$ cat src/rtl/dot_pkg.sv
// rtl/dot_pkg.sv - default geometry/timing and width helpers for the dot-matrix scan driver
package dot_pkg;

    localparam int ROWS_DEF         = 10;
    localparam int COLS_DEF         = 14;
    localparam int DIV_DEF          = 12500;
    localparam int BLINK_FRAMES_DEF = 25;

    function automatic int row_w(input int rows);
        return (rows > 1) ? $clog2(rows) : 1;
    endfunction

    function automatic int col_w(input int cols);
        return (cols > 1) ? $clog2(cols) : 1;
    endfunction

    function automatic int cnt_w(input int n);
        return (n > 1) ? $clog2(n) : 1;
    endfunction

endpackage

$ cat src/rtl/tick_div.sv
// rtl/tick_div.sv - free-running prescaler, tick high on the last count of each DIV period
module tick_div
    import dot_pkg::*;
#(
    parameter int DIV = DIV_DEF
) (
    input  logic freq,
    input  logic rst,
    output logic tick
);

    localparam int CW = cnt_w(DIV);

    logic [CW-1:0] cnt;

    assign tick = (cnt == CW'(DIV - 1));

    always_ff @(posedge freq or posedge rst) begin
        if (rst) begin
            cnt <= '0;
        end else if (tick) begin
            cnt <= '0;
        end else begin
            cnt <= cnt + 1'b1;
        end
    end

endmodule

$ cat src/rtl/dot_scan_ctrl.sv
// rtl/dot_scan_ctrl.sv - double-buffered row scanner with frame-aligned swap and column blinking
module dot_scan_ctrl
    import dot_pkg::*;
#(
    parameter int ROWS         = ROWS_DEF,
    parameter int COLS         = COLS_DEF,
    parameter int DIV          = DIV_DEF,
    parameter int BLINK_FRAMES = BLINK_FRAMES_DEF
) (
    input  logic                     freq,
    input  logic                     rst,
    input  logic                     wr_en,
    input  logic [row_w(ROWS)-1:0]   wr_row,
    input  logic [COLS-1:0]          wr_data,
    input  logic                     swap_req,
    output logic                     swap_pend,
    input  logic                     blink_en,
    input  logic [COLS-1:0]          blink_mask,
    output logic [ROWS-1:0]          dot_row,
    output logic [COLS-1:0]          dot_col,
    output logic                     frame_start
);

    localparam int RW = row_w(ROWS);
    localparam int FW = cnt_w(BLINK_FRAMES);

    logic                tick;
    logic [COLS-1:0]     fb [2][ROWS];
    logic                front_sel;
    logic [RW-1:0]       ridx;
    logic [FW-1:0]       fcnt;
    logic                blink_phase;

    logic                frame_edge;
    logic                next_front;
    logic [RW-1:0]       next_ridx;
    logic                fcnt_wrap;
    logic                next_phase;
    logic [COLS-1:0]     row_data;
    logic [COLS-1:0]     load_col;
    logic                wr_ok;

    tick_div #(.DIV(DIV)) u_tick_div (
        .freq (freq),
        .rst  (rst),
        .tick (tick)
    );

    // Row 0 of a new frame is fetched with the post-edge front select and blink
    // phase, so every row of a frame shows the same buffer and the same phase.
    always_comb begin
        frame_edge = tick && (ridx == RW'(ROWS - 1));
        next_front = front_sel ^ (frame_edge && swap_pend);
        next_ridx  = frame_edge ? '0 : ridx + 1'b1;
        fcnt_wrap  = (fcnt == FW'(BLINK_FRAMES - 1));
        next_phase = (frame_edge && fcnt_wrap) ? ~blink_phase : blink_phase;
        row_data   = fb[next_front][next_ridx];
        load_col   = (blink_en && next_phase) ? (row_data & ~blink_mask) : row_data;
        wr_ok      = wr_en && (int'(wr_row) < ROWS);
    end

    always_ff @(posedge freq or posedge rst) begin
        if (rst) begin
            for (int r = 0; r < ROWS; r++) begin
                fb[0][r] <= '0;
                fb[1][r] <= '0;
            end
            front_sel   <= 1'b0;
            ridx        <= '0;
            fcnt        <= '0;
            blink_phase <= 1'b0;
            swap_pend   <= 1'b0;
            dot_row     <= ROWS'(1);
            dot_col     <= '0;
            frame_start <= 1'b0;
        end else begin
            // Writes follow the pre-edge back buffer, even on a swap edge.
            if (wr_ok) begin
                fb[~front_sel][wr_row] <= wr_data;
            end

            frame_start <= frame_edge;

            if (tick) begin
                ridx    <= next_ridx;
                dot_row <= ROWS'(1) << next_ridx;
                dot_col <= load_col;
            end

            if (frame_edge) begin
                front_sel   <= next_front;
                blink_phase <= next_phase;
                fcnt        <= fcnt_wrap ? '0 : fcnt + 1'b1;
            end

            if (swap_pend) begin
                if (frame_edge) begin
                    swap_pend <= 1'b0;
                end
            end else if (swap_req) begin
                swap_pend <= 1'b1;
            end
        end
    end

endmodule

$ cat config.mk
export PLATFORM = sky130hd
export DESIGN_NAME = dot_scan_ctrl
export DESIGN_NICKNAME = d
export VERILOG_FILES = /design/src/rtl/dot_pkg.sv /design/src/rtl/tick_div.sv /design/src/rtl/dot_scan_ctrl.sv
export SDC_FILE = /design/constraint.sdc
export NUM_CORES = 1
export LEC_CHECK = 0
export ABC_CLOCK_PERIOD_IN_PS = 14620
export CAP_MARGIN = 10
export CORE_ASPECT_RATIO = 0.8
export CORE_MARGIN = 2
export CORE_UTILIZATION = 55
export DETAILED_ROUTE_END_ITERATION = 8
export PLACE_DENSITY = 0.83
export SYNTH_ARGS = -nofsm -noshare
export SYNTH_HDL_FRONTEND = slang
export SYNTH_SLANG_ARGS = --single-unit
$ cat constraint.sdc
create_clock -name freq -period 14.62 [get_ports freq]
set_input_delay 2.924 -clock freq [delete_from_list [all_inputs] [get_ports freq]]
set_output_delay 2.924 -clock freq [all_outputs]
set_load 0.05 [all_outputs]
==> results of run 1 <==
-- layout by cell type, fill, tap and decap left out, drive strengths merged, types with 17 or more instances in the layout --
cell / n
clkdlybuf4s50: 62
a31oi: 44
buf: 18
nor2: 36
nand2: 208
a21oi: 17
mux2: 280
mux2i: 56
nand3: 71
dfrtp: 330
clkbuf: 45
-- state kept, by name (all words and copies together), names as in the netlist --
| name | cells |
|---|---|
| blink_phase | 1 |
| u_tick_div.cnt | 14 |
| ridx | 4 |
| dot_row | 10 |
| swap_pend | 1 |
| fcnt | 5 |
| fb | 280 |
| dot_col | 14 |
| front_sel | 1 |
| frame_start | 1 |
-- area by class of cell --
class | instances | area, sq um
clock buffers | 45 | 928
clock inverters | 11 | 115
fillers | 2059 | 10100
inverters | 9 | 43.8
multi-input cells | 853 | 6460
flip-flops and latches | 331 | 8280
well taps | 364 | 455
repair buffers | 80 | 772
-- through the flow --
| step | total power [mW] | instances | setup slack [ps] | hold WS, ps |
|---|---|---|---|---|
| floorplan | 1.16 | 1297 | 2530 | 431 |
| global placement | 1.19 | 1636 | 9090 | 447 |
| detailed placement | 1.21 | 1636 | 9080 | 451 |
| CTS | 2.02 | 1692 | 9640 | 465 |
| global route | 2.08 | 1693 | 9420 | 493 |
| finish | 2.01 | 1693 | 9500 | 464 |
-- metal layers --
layer | wire (microns) | share of wire [%] | GRT usage [%]
met2 | 16700 | 45 | 39.2
met5 | 0 | 0 | 0
met1 | 16400 | 44 | 38.6
met3 | 3020 | 8.2 | 5.09
met4 | 748 | 2.0 | 6.42
-- critical path, stage by stage --
cell             delay [ps]
clkdlybuf4s50_1         550
nor4bb_1                670
nand3_1                 840
mux2_2                  570
-- worst paths after layout --
kind	slack, ps	to	startpoint
min in group asynchronous	2940	u_tick_div.cnt[11]	rst
worst max register to register	9690	dot_col[3]	u_tick_div.cnt[0]
worst max-delay path	9500	fb[142]	wr_row[2]
worst min-delay path	460	blink_phase	blink_phase
max in group asynchronous	10150	fb[156]	rst
worst min register to register	460	blink_phase	blink_phase
-- logic make-up (layout without fill, tap and decap cells) --
kind of cell    Yosys count  in the layout  synth area share, %
simple gates            370            370                 10.8
mux                     336            336                 24.5
flops                   331            331                 54.7
compound gates          127            127                 5.59
buf+inv                 113            145                 3.13
xor+xnor                 15             15                0.867
fa+ha+maj                 5              5                0.413
-- power groups by stage --
stage | logic [mW] | clock network, mW | registers [mW]
after floorplan | 0.107 | 0 | 1.05
after global placement | 0.130 | 0 | 1.06
after detailed placement | 0.139 | 0 | 1.07
after CTS | 0.139 | 0.828 | 1.05
after global routing | 0.151 | 0.866 | 1.06
final | 0.137 | 0.820 | 1.05
==> run_results.csv, run 1 <==
group,metric,value,unit
cts,clk_pin_slew,60,ps
cts,cts_buffers,31,
global_route,grt_usage,25.9,%
floorplanning,fp.dieW,190,microns
logic_synthesis,synth-seq-area-share,54.7,%
power_and_ir_drop,p_per_area,118,nW/um^2
status,status,"complete, no violations",
detailed_routing,wirelength,36900,microns
setup_path,worstPathRequired,15060,ps
logic_synthesis,synth_seq_cells,331,
logic_synthesis,ys_warn_count,0,
power_and_ir_drop,p_switching,450,uW
logic_synthesis,syn_area,15200,sq um
power_and_ir_drop,peakVddDrop,0.0910,mV
run,maxCapViolCount,0,
floorplanning,die_h,152,microns
detailed_routing,drc_errors,0,
timing,period_share,35.0,%
logic_synthesis,netlist-cell-type-count,43,
floorplanning,coreArea,27200,sq um
detailed_routing,wire_per_inst,21.8,microns
setup_path,rr_worst_depth,13,
floorplanning,initial_core_util,55.8,%
hold_path,hold_path_depth,1,
cts,post_cts_buffers,0,
cts,clockRootBuffer,"clkbuf_16",
logic_synthesis,synth.avg_cell_area,11.7,sq um
floorplanning,die-area,28900,sq um
cts,clockBufferDepth,3,
detailed_routing,vias_per_cell,6.17,
logic_synthesis,synthTopCellsByCount,"330 x dfrtp_1, 280 x mux2_2, 208 x nand2_1",
detailed_routing,drtIter0Drc,901,
timing,rsz0062_at_grt,"no",
timing,setup_viol,0,
logic_synthesis,synth_async_sr_flop_share,100,%
floorplanning,io_pins,63,
cts,worst_skew_pair.late_latency,560,ps
placed_design,dp_hpwl,22000,microns
logic_synthesis,ys.flop_type,"dfrtp_1",
placed_design,dpl_cell_area,16000,sq um
hold_path,min_path_type,"flip-flop to flip-flop",
placed_design,port-buffer-count,62,
cts,cts-htree-levels,1,
timing,max_freq,0.195,GHz
layout,nets,1348,
setup_path,crit_type,"primary input to flip-flop",
detailed_routing,final_antenna_net_count,0,
power_and_ir_drop,power.leakage,7.56,nW
detailed_routing,num_vias,10448,
timing,relSlewSlack,25.8,%
power_and_ir_drop,p_int,1.56,mW
setup_path,worstPathMaxFanout,14,
layout,area_growth,12.6,%
setup_path,arrival,5560,ps
timing,finalHoldViolations,0,
power_and_ir_drop,pwr-share-seq,52.3,%
power_and_ir_drop,clkPwrFrac,40.8,%
logic_synthesis,synth.area.top_cells,"dfrtp_1 54%, mux2_2 21%, nand2_1 5.2%",
cts,holdBufCountCts,0,
global_route,overflow,0,
power_and_ir_drop,swShare,22.4,%
logic_synthesis,syn_inst,1297,
timing,min_period,5120,ps
detailed_routing,drt_pre_antenna_iters,5,
layout,post-route-cell-area,17100,sq um
layout,n_antenna_cell,0,
global_route,antenna_found_initial,0,
setup_path,critPathLaunchType,"primary input",
logic_synthesis,yosysMostFrequentCell,"dfrtp_1",
cts,cts_resized,0,
logic_synthesis,syn_nets,1339,
cts,cts_sinks,331,
timing,fin_skew,8.41,ps
placed_design,gp_congestion,0.832,
logic_synthesis,synth_top_area_cell,"dfrtp_1",
global_route,grt_pass1_wl,58900,microns
logic_synthesis,synth_top_cell_area_share,54.5,%
cts,cts_tree,"yes",
global_route,grt_pass1_vias,10604,
timing,worst_pin_slew,1110,ps
timing,tns,0,ps
timing,slew_viol_final,0,
logic_synthesis,synth_enable_flop_cells,0,
global_route,grt_max_degree,188,
power_and_ir_drop,pwr-share-comb,6.8,%
floorplanning,num_rows,54,
layout,fin_util,62.8,%
setup_path,worstSetupEndpointType,"flip-flop",
layout,drive_above_1_share,27.4,%
Power figures use the tool's default switching activity.
==> run 2, diff against run 1 <==
--- a/config.mk
+++ b/config.mk
@@ -5,13 +5,13 @@
 export SDC_FILE = /design/constraint.sdc
 export NUM_CORES = 1
 export LEC_CHECK = 0
-export ABC_CLOCK_PERIOD_IN_PS = 14620
+export ABC_CLOCK_PERIOD_IN_PS = 4250
 export CAP_MARGIN = 10
 export CORE_ASPECT_RATIO = 0.8
 export CORE_MARGIN = 2
 export CORE_UTILIZATION = 55
 export DETAILED_ROUTE_END_ITERATION = 8
-export PLACE_DENSITY = 0.83
+export PLACE_DENSITY = 0.86
 export SYNTH_ARGS = -nofsm -noshare
 export SYNTH_HDL_FRONTEND = slang
 export SYNTH_SLANG_ARGS = --single-unit
==> constraint.sdc (replaced) <==
create_clock -name freq -period 4.25 [get_ports freq]
set_input_delay 0.85 -clock freq [delete_from_list [all_inputs] [get_ports freq]]
set_output_delay 0.85 -clock freq [all_outputs]
set_load 0.05 [all_outputs]
==> run_results.csv, run 2 (synthesis gave the netlist of run 1 again) <==
group,metric,value,unit
detailed_routing,drt_pre_antenna_iters,5,
detailed_routing,drtIter0Drc,825,
setup_path,arrival,4120,ps
setup_path,critPathLaunchType,"flip-flop",
global_route,grt_usage,27.5,%
setup_path,crit_type,"flip-flop to flip-flop",
cts,post_cts_buffers,0,
detailed_routing,num_vias,10665,
floorplanning,coreArea,27200,sq um
layout,largest_reg_flops,280,
detailed_routing,wire_per_inst,22.7,microns
floorplanning,die_h,152,microns
cts,cts-htree-levels,1,
floorplanning,num_rows,54,
cts,cts_resized,0,
cts,holdBufCountCts,0,
layout,reg_top3,"fb: 280 flops, dot_col: 14 flops, u_tick_div.cnt: 14 flops",
detailed_routing,final_antenna_net_count,0,
power_and_ir_drop,power.leakage,7.61,nW
setup_path,reg2reg_setup_slack,570,ps
setup_path,worstPathMaxFanout,16,
global_route,grt_pass1_vias,11075,
timing,min_period,3680,ps
global_route,grt_pass1_wl,62100,microns
cts,worst_skew_pair.late_latency,570,ps
timing,max_freq,0.272,GHz
timing,relSlewSlack,26.0,%
floorplanning,fp.dieW,190,microns
hold_path,hold_path_depth,2,
floorplanning,die-area,28900,sq um
cts,cts_tree,"yes",
cts,clockBufferDepth,3,
layout,nets,1359,
timing,period_share,86.5,%
setup_path,rr_worst_depth,11,
power_and_ir_drop,p_per_area,408,nW/um^2
setup_path,worstPathRequired,4690,ps
detailed_routing,wirelength,38800,microns
power_and_ir_drop,power,7.02,mW
timing,slew_viol_final,0,
timing,hold_slack,475,ps
placed_design,gp_congestion,0.851,
layout,area_growth,13.5,%
layout,largest-register,"fb",
timing,worst_pin_slew,1110,ps
layout,fin_util,63.3,%
layout,layout_common_cells,"330 x dfrtp_1, 280 x mux2_2, 208 x nand2_1",
detailed_routing,vias_per_cell,6.25,
run,maxCapViolCount,0,
timing,finalHoldViolations,0,
layout,drive_above_1_share,27.7,%
cts,cts_buffers,31,
floorplanning,io_pins,63,
placed_design,dp_hpwl,23000,microns
cts,cts_sinks,331,
global_route,grt_max_degree,123,
status,status,"complete, no violations",
hold_path,worstHoldStart,"dot_row[1]",
layout,layout_commonest_cell,"dfrtp_1",
detailed_routing,drc_errors,0,
global_route,overflow,0,
setup_path,crit_start,"u_tick_div.cnt[0]",
timing,fin_skew,12.1,ps
cts,clk_pin_slew,80,ps
cts,clockRootBuffer,"clkbuf_16",
timing,rsz0062_at_grt,"no",
hold_path,min_path_type,"flip-flop to flip-flop",
setup_path,worstSetupEndpointType,"flip-flop",
floorplanning,initial_core_util,55.8,%
power_and_ir_drop,peakVddDrop,0.386,mV
placed_design,port-buffer-count,62,
timing,setup_viol,0,
setup_path,r2r-start,"u_tick_div.cnt[0]",
global_route,antenna_found_initial,2,
## run 2: worst max-delay path, stage by stage (launching register included)
cell and delay [ps]:
dfrtp_1 380, ha_1 240, nor4bb_1 300, and4b_1 260, nand3_1 80, buf_4 190
inv_1 330, nor3_2 90, nand3_1 840, o221ai_1 330, a31oi_1 380, a21boi_1 130
## run 2: stage by stage
stage / setup slack, ps / area, sq um / TNS [ps] / std cells
finish: 575 / 17200 / 0 / 1706
global route: 389 / 17200 / 0 / 1705
CTS: 709 / 17200 / 0 / 1705
detailed placement: 710 / 16100 / 0 / 1648
global placement: 737 / 16100 / 0 / 1648
floorplan: -1020 / 15200 / -336550 / 1297
## run 2: path summary, 6_finish.rpt
kind,endpoint
hold reg to reg,dot_row[1]
setup reg to reg,dot_col[5]
hold / removal,dot_row[1]
setup / recovery,dot_col[5]
max in group asynchronous,fb[8]
min in group asynchronous,fb[34]
## run 2: report_power, final
group / internal [mW] / total [mW] / switching [mW]
clock network: 1.70 / 2.92 / 1.22
registers: 3.46 / 3.63 / 0.165
logic: 0.273 / 0.483 / 0.210
total: 5.43 / 7.02 / 1.60
## run 2: metal layers
layer  routed length [microns]  global-route usage [%]  vias up
met3                      3310                    5.34      105
met1                     16000                    38.5     5432
li1                          -                       -     4627
met2                     18100                    42.8      499
met4                      1350                    10.6        2
met5                        12                       0        -
## run 2: layout make-up
type                       count  area, sq um
multi-input combinational    853         6460
clock inverter                12          180
sequential                   331         8280
clock buffer                  45          888
fill                        2032         9960
timing repair buffer          91          888
antenna                        1         2.50
tap                          364          455
inverter                       9         40.0
